==> src/rtl/ubrr_config_ctrl.sv <==
// USART baud/clock configuration controller: shadows UBRRH/UBRRL/UCSRC/U2X and
// commits them atomically to the clock generator once TX and RX are idle (or on timeout).
module ubrr_config_ctrl #(
  parameter int P_TIMEOUT = 4095,
  parameter int P_TW      = 16
) (
  input  logic        i_fosk,
  input  logic        i_rst_n,
  input  logic        i_wr,
  input  logic        i_rd,
  input  logic        i_sel_ubrrh_ucsrc,
  input  logic        i_sel_ubrrl,
  input  logic        i_sel_ucsra,
  input  logic [7:0]  i_wdata,
  input  logic        i_tx_busy,
  input  logic        i_rx_busy,
  output logic [7:0]  o_rdata,
  output logic [11:0] o_UBRR,
  output logic        o_UCPOL,
  output logic        o_UMSEL,
  output logic        o_U2X,
  output logic        o_we_ubrrl,
  output logic [7:0]  o_data,
  output logic        o_pending,
  output logic        o_forced,
  output logic [1:0]  o_dbg_state
);

  // Bus handshake: a strobe (i_wr or i_rd) is accepted in the cycle it is high,
  // provided exactly one address select is active; writes win over reads.

  typedef enum logic [1:0] {
    S_IDLE      = 2'd0,
    S_WAIT_IDLE = 2'd1,
    S_COMMIT    = 2'd2
  } state_t;

  localparam logic [P_TW-1:0] TO_LAST = P_TW'(P_TIMEOUT - 1);

  state_t          state;
  logic [P_TW-1:0] cnt;

  logic [11:0] ubrr_sh,  ubrr_nxt;
  logic [6:0]  ucsrc_sh, ucsrc_nxt;
  logic        u2x_sh,   u2x_nxt;
  logic        prev_rd;

  logic one_sel;
  logic wr_ok;
  logic rd_ok;
  logic bus_idle;

  assign one_sel  = $onehot({i_sel_ubrrh_ucsrc, i_sel_ubrrl, i_sel_ucsra});
  assign wr_ok    = i_wr & one_sel;
  assign rd_ok    = i_rd & ~i_wr & one_sel;
  assign bus_idle = ~i_tx_busy & ~i_rx_busy;

  assign o_dbg_state = state;

  // Shadow image including this cycle's write; the commit samples this so a
  // write landing on the deciding edge is part of the committed set.
  always_comb begin
    ubrr_nxt  = ubrr_sh;
    ucsrc_nxt = ucsrc_sh;
    u2x_nxt   = u2x_sh;
    if (wr_ok) begin
      if (i_sel_ubrrh_ucsrc) begin
        if (i_wdata[7]) ucsrc_nxt = i_wdata[6:0];
        else            ubrr_nxt[11:8] = i_wdata[3:0];
      end else if (i_sel_ubrrl) begin
        ubrr_nxt[7:0] = i_wdata;
      end else begin
        u2x_nxt = i_wdata[1];
      end
    end
  end

  always_ff @(posedge i_fosk or negedge i_rst_n) begin
    if (!i_rst_n) begin
      ubrr_sh  <= 12'h000;
      ucsrc_sh <= 7'h06;
      u2x_sh   <= 1'b0;
      prev_rd  <= 1'b0;
    end else begin
      ubrr_sh  <= ubrr_nxt;
      ucsrc_sh <= ucsrc_nxt;
      u2x_sh   <= u2x_nxt;
      prev_rd  <= i_rd & i_sel_ubrrh_ucsrc & ~i_wr;
    end
  end

  // Shared address returns UCSRC only on a read directly following a shared read.
  always_comb begin
    o_rdata = 8'h00;
    if (rd_ok) begin
      if (i_sel_ubrrl)      o_rdata = ubrr_sh[7:0];
      else if (i_sel_ucsra) o_rdata = {6'b0, u2x_sh, 1'b0};
      else if (prev_rd)     o_rdata = {1'b1, ucsrc_sh};
      else                  o_rdata = {4'h0, ubrr_sh[11:8]};
    end
  end

  always_ff @(posedge i_fosk or negedge i_rst_n) begin
    if (!i_rst_n) begin
      state      <= S_IDLE;
      cnt        <= '0;
      o_UBRR     <= 12'h000;
      o_UCPOL    <= 1'b0;
      o_UMSEL    <= 1'b0;
      o_U2X      <= 1'b0;
      o_we_ubrrl <= 1'b0;
      o_data     <= 8'h00;
      o_pending  <= 1'b0;
      o_forced   <= 1'b0;
    end else begin
      o_we_ubrrl <= 1'b0;
      o_forced   <= 1'b0;
      case (state)
        S_IDLE: begin
          if (wr_ok) begin
            state     <= S_WAIT_IDLE;
            cnt       <= '0;
            o_pending <= 1'b1;
          end
        end
        S_WAIT_IDLE: begin
          if (bus_idle || (cnt == TO_LAST)) begin
            state      <= S_COMMIT;
            o_we_ubrrl <= 1'b1;
            o_forced   <= ~bus_idle;
            o_data     <= ubrr_nxt[7:0];
            o_UBRR     <= ubrr_nxt;
            o_UCPOL    <= ucsrc_nxt[0];
            o_UMSEL    <= ucsrc_nxt[6];
            o_U2X      <= u2x_nxt;
          end else begin
            cnt <= cnt + 1'b1;
          end
        end
        S_COMMIT: begin
          // A write during the commit cycle missed this commit; start a new wait.
          if (wr_ok) begin
            state <= S_WAIT_IDLE;
            cnt   <= '0;
          end else begin
            state     <= S_IDLE;
            o_pending <= 1'b0;
          end
        end
        default: begin
          state     <= S_IDLE;
          o_pending <= 1'b0;
        end
      endcase
    end
  end

endmodule

==> config.mk <==
export PLATFORM = sky130hd
export DESIGN_NAME = ubrr_config_ctrl
export DESIGN_NICKNAME = d
export VERILOG_FILES = /design/src/rtl/ubrr_config_ctrl.sv
export SDC_FILE = /design/constraint.sdc
export NUM_CORES = 1
export LEC_CHECK = 0
export ABC_AREA = 1
export ABC_CLOCK_PERIOD_IN_PS = 1500
export BUFFER_PORTS_ARGS = -buffer_cell sky130_fd_sc_hd__buf_2
export CORE_ASPECT_RATIO = 0.75
export CORE_MARGIN = 2
export CORE_UTILIZATION = 52
export CTS_BUF_LIST = sky130_fd_sc_hd__clkbuf_4
export DETAILED_ROUTE_END_ITERATION = 10
export GPL_ROUTABILITY_DRIVEN = 0
export PLACE_DENSITY_LB_ADDON = 0.2
export SLEW_MARGIN = 20
export SYNTH_ARGS = -nofsm -noshare
export SYNTH_HDL_FRONTEND = slang
export SYNTH_SLANG_ARGS = --single-unit
==> constraint.sdc <==
create_clock -name i_fosk -period 1.5 [get_ports i_fosk]
set_input_delay 0.075 -clock i_fosk [delete_from_list [all_inputs] [get_ports i_fosk]]
set_output_delay 0.075 -clock i_fosk [all_outputs]
set_load 0.02 [all_outputs]
# [Yosys cells after proc, flatten, opt, wreduce, memory -nomap -nowiden]
# Cells that the tools add are included.
[classes] muxes=29 order_cmp=0 add_sub_neg=3 bitwise=11 shifts=0 n_reduce_logical=9 n_div=0 mul=0 eq_ne=9
[op_table] cell="2-to-1 mux 8 bit" count=6
[op_table] cell="2-to-1 mux 16 bit" count=2
[op_table] cell="one-hot mux 16 bit (2 select lines)" count=1
[op_table] cell="2-to-1 mux 7 bit" count=3
[op_table] cell="adder 16 x 1 -> 16 bit, second input constant" count=1
[op_table] cell="== test 16 x 12 -> 1 bit, second input constant" count=1
[op_table] cell="2-to-1 mux 12 bit" count=1
[op_table] cell="2-to-1 mux 1 bit" count=10
[op_table] cell="AND reduction 3 bit" count=3
[op_table] cell="2-to-1 mux 4 bit" count=2
[op_table] cell="inequality test 2 bit, second input constant" count=4
[op_table] cell="bitwise AND 1 bit" count=6
[op_table] cell="one-hot mux 2 bit (3 select lines)" count=1
[op_table] cell="NOT 1 bit" count=5
[op_table] cell="== test 2 x 1 -> 1 bit, second input constant" count=2
[op_table] cell="2-to-1 mux 2 bit" count=2
[op_table] cell="AND reduction 2 bit" count=2
[op_table] cell="one-hot mux 1 bit (3 select lines)" count=1
[op_table] cell="adder 1 x 1 -> 2 bit" count=1
[op_table] cell="adder 2 x 1 -> 2 bit" count=1
[op_table] cell="== test 2 bit, second input constant" count=1
[op_table] cell="logical NOT 2 bit" count=1
[op_table] cell="inequality test 2 x 1 -> 1 bit, second input constant" count=1
[op_table] cell="nonzero test 2 bit" count=1
[op_table] cell="2 further kinds" count=2
[word_totals] memories=0 mem_bits_rw=0 latch_bits=0 regBits=65 wordCells=76 out_inout_bits=36 mem_bits_ro=0

# [Longest topological paths before layout]
[logic_depth] depth_word=6 ltp_mapped=12

# [Worst setup path before layout]
# OpenSTA, ideal clock, no wires.
[synth_timing] path_kind="input to register" start="input port i_sel_ubrrl" end="register o_UBRR[7]" path_slack_ns=-0.330 path_buffers=1 setup_ns=0.117 path_stages=11 arrival_time_ns=1.713 cell_sequence="clkbuf_1 inv_1 fa_1 inv_1 nand3_2 nor2_2 nand2_2 nand2_1 o21ai_2 nand3_1 nand2_1"
[synth_between] elab_chain_cells=5
[synth_rtl] item="from (decl)" line_no="12" rtl="input logic i_sel_ubrrl,"
[synth_rtl] item="adder 1 x 1 -> 2 bit (implied by the code)" line_no="53" rtl="assign one_sel = $onehot({i_sel_ubrrh_ucsrc, i_sel_ubrrl, i_sel_ucsra});"
[synth_rtl] item="adder 2 x 1 -> 2 bit (implied by the code)" line_no="53"
[synth_rtl] item="== test 2 x 1 -> 1 bit" line_no="53"
[synth_rtl] item="bitwise AND 1 bit" line_no="54" rtl="assign wr_ok = i_wr & one_sel;"
[synth_rtl] item="2-to-1 mux 12 bit (*)" line_no="66" rtl="if (wr_ok) begin"
[synth_rtl] item="net ubrr_nxt[7]" line_no="43" rtl="logic [11:0] ubrr_sh, ubrr_nxt;"
[synth_rtl] item="to (signal assigned)" line_no="132" rtl="o_UBRR <= ubrr_nxt;"
[synth_rtl] item="to (decl)" line_no="18" rtl="output logic [11:0] o_UBRR,"
# Mark *: on every way through the listed nets, which the timed path passes. The rest lies on a longest branch.
# A chain may end at the register's enable or synchronous reset.

# [Final worst setup path]
[layout_timing] start="register cnt[0]" end="register o_UBRR[8]"
[layout_between] elab_chain_cells=3
[layout_rtl] item="from (decl)" line_no="41" rtl="logic [P_TW-1:0] cnt;"
[layout_rtl] item="from (signal assigned)" line_no="137" rtl="cnt <= cnt + 1'b1;"
[layout_rtl] item="== test 16 x 12 -> 1 bit" line_no="127" rtl="if (bus_idle || (cnt == TO_LAST)) begin"
[layout_rtl] item="logical OR 1 bit" line_no="127"
[layout_rtl] item="AND reduction 2 bit (no source line)"
# Every way passes these cells.

==> impl_metrics.py <==
metrics = {
    "timing": {
        "timing.slew.headroom_pct": 65.2,
        "finalSetupTns_ps": -490,
        "worstMarginPinSlew_ps": 517,
        "finalCritPeriodShare_pct": 104,
        "postLayoutSetupSlackWorst_ps": -66.3,
        "layout_skew_ps": 23.6,
        "timing.final.setup_violations": 19,
        "rsz0062_at_grt": "true",
        "max_freq_mhz": 638,
        "fin_crit_ps": 1570,
        "timing_hold_violations_final": 0,
        "timing.final.max_slew_violations": 0,
    },
    "worst_setup_path": {
        "worst_ep_arrival_time_ps": 1930,
        "critical_path_start_type": "flip-flop",
        "worst_setup_path_end_kind": "flip-flop",
        "worst_path_buffer_plus_inverter_count": 3,
        "critPathMaxStageDelay_ps": 420,
        "critPathMaxFanout": 8,
        "timing.critical_path.cells": "inv_2 -> ha_4 -> nand2_4 -> nor2_4 -> nand4_4 -> nand2_4 -> buf_12 -> buf_12 -> nand3_4 -> nand2_2",
        "worst_path_max_delay_cell": "sky130_fd_sc_hd__dfrtp_1",
        "worstPathRequired_ps": 1860,
        "worstSetupPathType": "flip-flop to flip-flop",
        "path_delay_family": "simple AND/OR/NAND/NOR gates",
    },
    "die": {
        "die_y_um": 70.6,
        "initial_core_util_pct": 53.3,
        "floorplan.rows": 24,
        "ioPinCount": 53,
        "placeableCoreArea_um2": 5770,
        "die_width_um": 92.7,
        "area_enclosed_by_the_die_boundary_um2": 6540,
    },
    "logic_synthesis": {
        "distinct_cell_type_count_after_synthesis": 33,
        "yosys.area_share.simple_pct": 37.7,
        "yosysWarnings": 0,
        "synth_compound_area_share_pct": 4.64,
        "synthesis.area_per_instance_um2": 7.74,
        "synth_top_family_by_area": "simple AND/OR/NAND/NOR gates",
        "asyncSetResetFlopFracSynth_pct": 100,
        "fraction_of_synthesized_area_in_multiplexers_pct": 0,
        "synth_edf_count": 0,
        "synthXorXnorAreaFrac_pct": 1.14,
        "yosys.area_share.adder_pct": 1.79,
        "synth_top_flop_cell": "sky130_fd_sc_hd__dfrtp_1",
        "yosys_register_bits": 57,
        "netlist_area_um2": 3070,
        "syn_nets": 417,
        "yosysSeqAreaShare_pct": 46.5,
        "synth_cells": 397,
    },
    "drt": {
        "first_pass_iters": 5,
        "routed_wire_length_per_instance_um": 15.6,
        "dr.first_iter.drc_count": 386,
        "detail_route.vias_per_cell": 5.39,
        "antenna_left": 0,
        "remaining_drc_errors": 0,
        "wirelength_mm": 9.21,
        "via_count": 3172,
    },
    "hold_path": {
        "holdCritPathClass": "input pin to flip-flop",
    },
    "status": {
        "status": "finished with violations",
        "violations": "negative setup slack",
    },
    "layout": {
        "filler_cell_count": 407,
        "area.growth.synth_to_final_pct": 41.8,
        "finished_core_util_pct": 75.5,
        "nets": 526,
        "antenna_cells_inserted": 0,
        "drive_above_1_share_pct": 38.6,
    },
    "clock_network": {
        "clock_tree_from_tritoncts": "done",
        "cts_made_buffers": 9,
        "clock_sinks": 57,
        "insertion_delay_ps": 410,
        "cts_root_buffer": "sky130_fd_sc_hd__clkbuf_4",
        "cts-htree-levels": 3,
        "cts.path.max_buffers": 2,
        "clock_transition_time_at_the_flip_flop_clock_pins_of_the_worst_setup_and_hold_paths_ps": 110,
    },
    "global_route": {
        "globalRoute.totalOverflow": 0,
        "total_grt_usage_pct": 28.3,
        "vias_in_the_first_global_route": 2911,
        "grt_first_pass_wirelength_mm": 14.3,
        "grt_start_max_net_pins": 58,
        "grt_antenna_before_repair": 0,
    },
    "placed_design": {
        "hpwl_mm": 5.46,
        "portBuffers": 52,
    },
    "pwr": {
        "powerDensity_nw_per_um2": 1230,
        "irDropWorstVdd_mv": 1.18,
        "power.static_leakage_uw": 0.00214,
    },
    "run": {
        "timing.max_cap.violations": 0,
    },
}
[routing by layer]
layer  part of all wire (%)  vias up  track usage [%]
li1                       -     1490                -
met1                     45     1518             42.7
met2                     46      152             41.4
met3                    7.8       12             5.22
met5                      0        -                0
met4                    1.1        0             9.97
[final cells by class]
type | count | area, µm² | area share [%]
inverters | 33 | 129 | 2.96
clock buffers | 10 | 75.1 | 1.72
well taps | 78 | 97.6 | 2.24
clock inverters | 6 | 60.1 | 1.38
multi-input cells | 290 | 1650 | 38.0
repair buffers | 115 | 903 | 20.7
flip-flops and latches | 57 | 1440 | 33.0
[power by group]
part | total, µW | internal [µW] | switching, µW
Combinational | 2010 | 728 | 1280
Clock | 1120 | 518 | 604
Sequential | 2240 | 1950 | 290
Total | 5370 | 3190 | 2180
[cells in the final DEF (no fill, tap or decap), types with 9 or more instances in the layout]
| cell | synthesis | layout |
|---|---|---|
| sky130_fd_sc_hd__buf_2 | 0 | 42 |
| sky130_fd_sc_hd__buf_4 | 8 | 48 |
| sky130_fd_sc_hd__clkbuf_4 | 0 | 10 |
| sky130_fd_sc_hd__dfrtp_1 | 55 | 50 |
| sky130_fd_sc_hd__dlygate4sd3_1 | 0 | 10 |
| sky130_fd_sc_hd__inv_1 | 31 | 24 |
| sky130_fd_sc_hd__nand2_1 | 146 | 134 |
| sky130_fd_sc_hd__nand2_2 | 3 | 13 |
| sky130_fd_sc_hd__nand3_1 | 48 | 34 |
| sky130_fd_sc_hd__nand3_2 | 1 | 12 |
| sky130_fd_sc_hd__nor2_1 | 35 | 25 |
| sky130_fd_sc_hd__o21ai_0 | 10 | 9 |
[what timing repair did]
action	CTS	global route
gates resized for setup	26	58
gates cloned	2	0
setup endpoints to repair	37	41
hold endpoints to repair	77	0
hold buffers	10	0
buffers inserted	10	7
pin swaps	15	20
[stage by stage]
step	area [µm²]	cells	setup WS, ps	hold slack, ps	power (µW)
6_report	4350	589	-66.3	32.6	5370
3_3_place_gp	3640	544	-134	97.8	3840
2_1_floorplan	3120	397	-29.8	-221	3370
5_1_grt	4350	589	-147	48.1	5650
3_5_place_dp	3640	544	-189	99.9	3880
4_1_cts	4090	582	-20.6	1.69	5170
[cell usage after synthesis, types with 2 or more instances]
master | number | share of area (%)
sky130_fd_sc_hd__nand4_1 | 6 | 1.2
sky130_fd_sc_hd__o21ai_0 | 10 | 1.6
sky130_fd_sc_hd__nor3_2 | 2 | 0.65
sky130_fd_sc_hd__xor2_1 | 2 | 0.57
sky130_fd_sc_hd__nor2_4 | 3 | 1.1
sky130_fd_sc_hd__nor3_1 | 3 | 0.49
sky130_fd_sc_hd__nand2_2 | 3 | 0.61
sky130_fd_sc_hd__xnor2_1 | 2 | 0.57
sky130_fd_sc_hd__ha_1 | 2 | 0.81
sky130_fd_sc_hd__nand2_1 | 146 | 18
sky130_fd_sc_hd__o211ai_1 | 3 | 0.73
sky130_fd_sc_hd__a21oi_1 | 9 | 1.5
sky130_fd_sc_hd__dfrtp_1 | 55 | 45
sky130_fd_sc_hd__clkbuf_1 | 6 | 0.73
sky130_fd_sc_hd__buf_4 | 8 | 2.0
sky130_fd_sc_hd__buf_6 | 4 | 1.5
sky130_fd_sc_hd__nand2_4 | 4 | 1.5
sky130_fd_sc_hd__dfstp_2 | 2 | 1.7
sky130_fd_sc_hd__o21ai_2 | 2 | 0.57
sky130_fd_sc_hd__inv_1 | 31 | 3.8
sky130_fd_sc_hd__nor2_1 | 35 | 4.3
sky130_fd_sc_hd__nand3_1 | 48 | 7.8
[sequential cells by signal, indices dropped and copies added, names as in the netlist]
signal	count
cnt	16
o_U2X	1
o_UBRR	12
o_UCPOL	1
o_UMSEL	1
o_dbg_state	2
o_forced	1
o_pending	1
o_we_ubrrl	1
prev_rd	1
u2x_sh	1
ubrr_sh	12
ucsrc_sh	7
[tightest hold or removal path, stage by stage]
cell                      delay, ps
sky130_fd_sc_hd__buf_2          130
sky130_fd_sc_hd__inv_1          100
sky130_fd_sc_hd__o21ai_2         90
[path summary, 6_finish.rpt]
kind / cells past startpoint / slack [ps] / end / from
max: 10 / -70 / o_UBRR[8] / cnt[0]
min: 3 / 30 / ubrr_sh[7] / i_wdata[7]
max reg2reg: 10 / -70 / o_UBRR[8] / cnt[0]
min reg2reg: 2 / 490 / o_UBRR[10] / o_UBRR[10]
max in group asynchronous: 3 / 1010 / ucsrc_sh[2] / i_rst_n
min in group asynchronous: 3 / 190 / ucsrc_sh[5] / i_rst_n
[cells by family (layout without fill, tap and decap cells)]
logic type | after synthesis | in the layout
DFF | 57 | 57
adders and majority gates | 4 | 4
xor gates and xnor gates | 4 | 4
and+or+nand+nor | 256 | 257
buffers and inverters | 51 | 164
AOI/OAI and AO/OA | 25 | 25
Power figures use the tool's default switching activity.
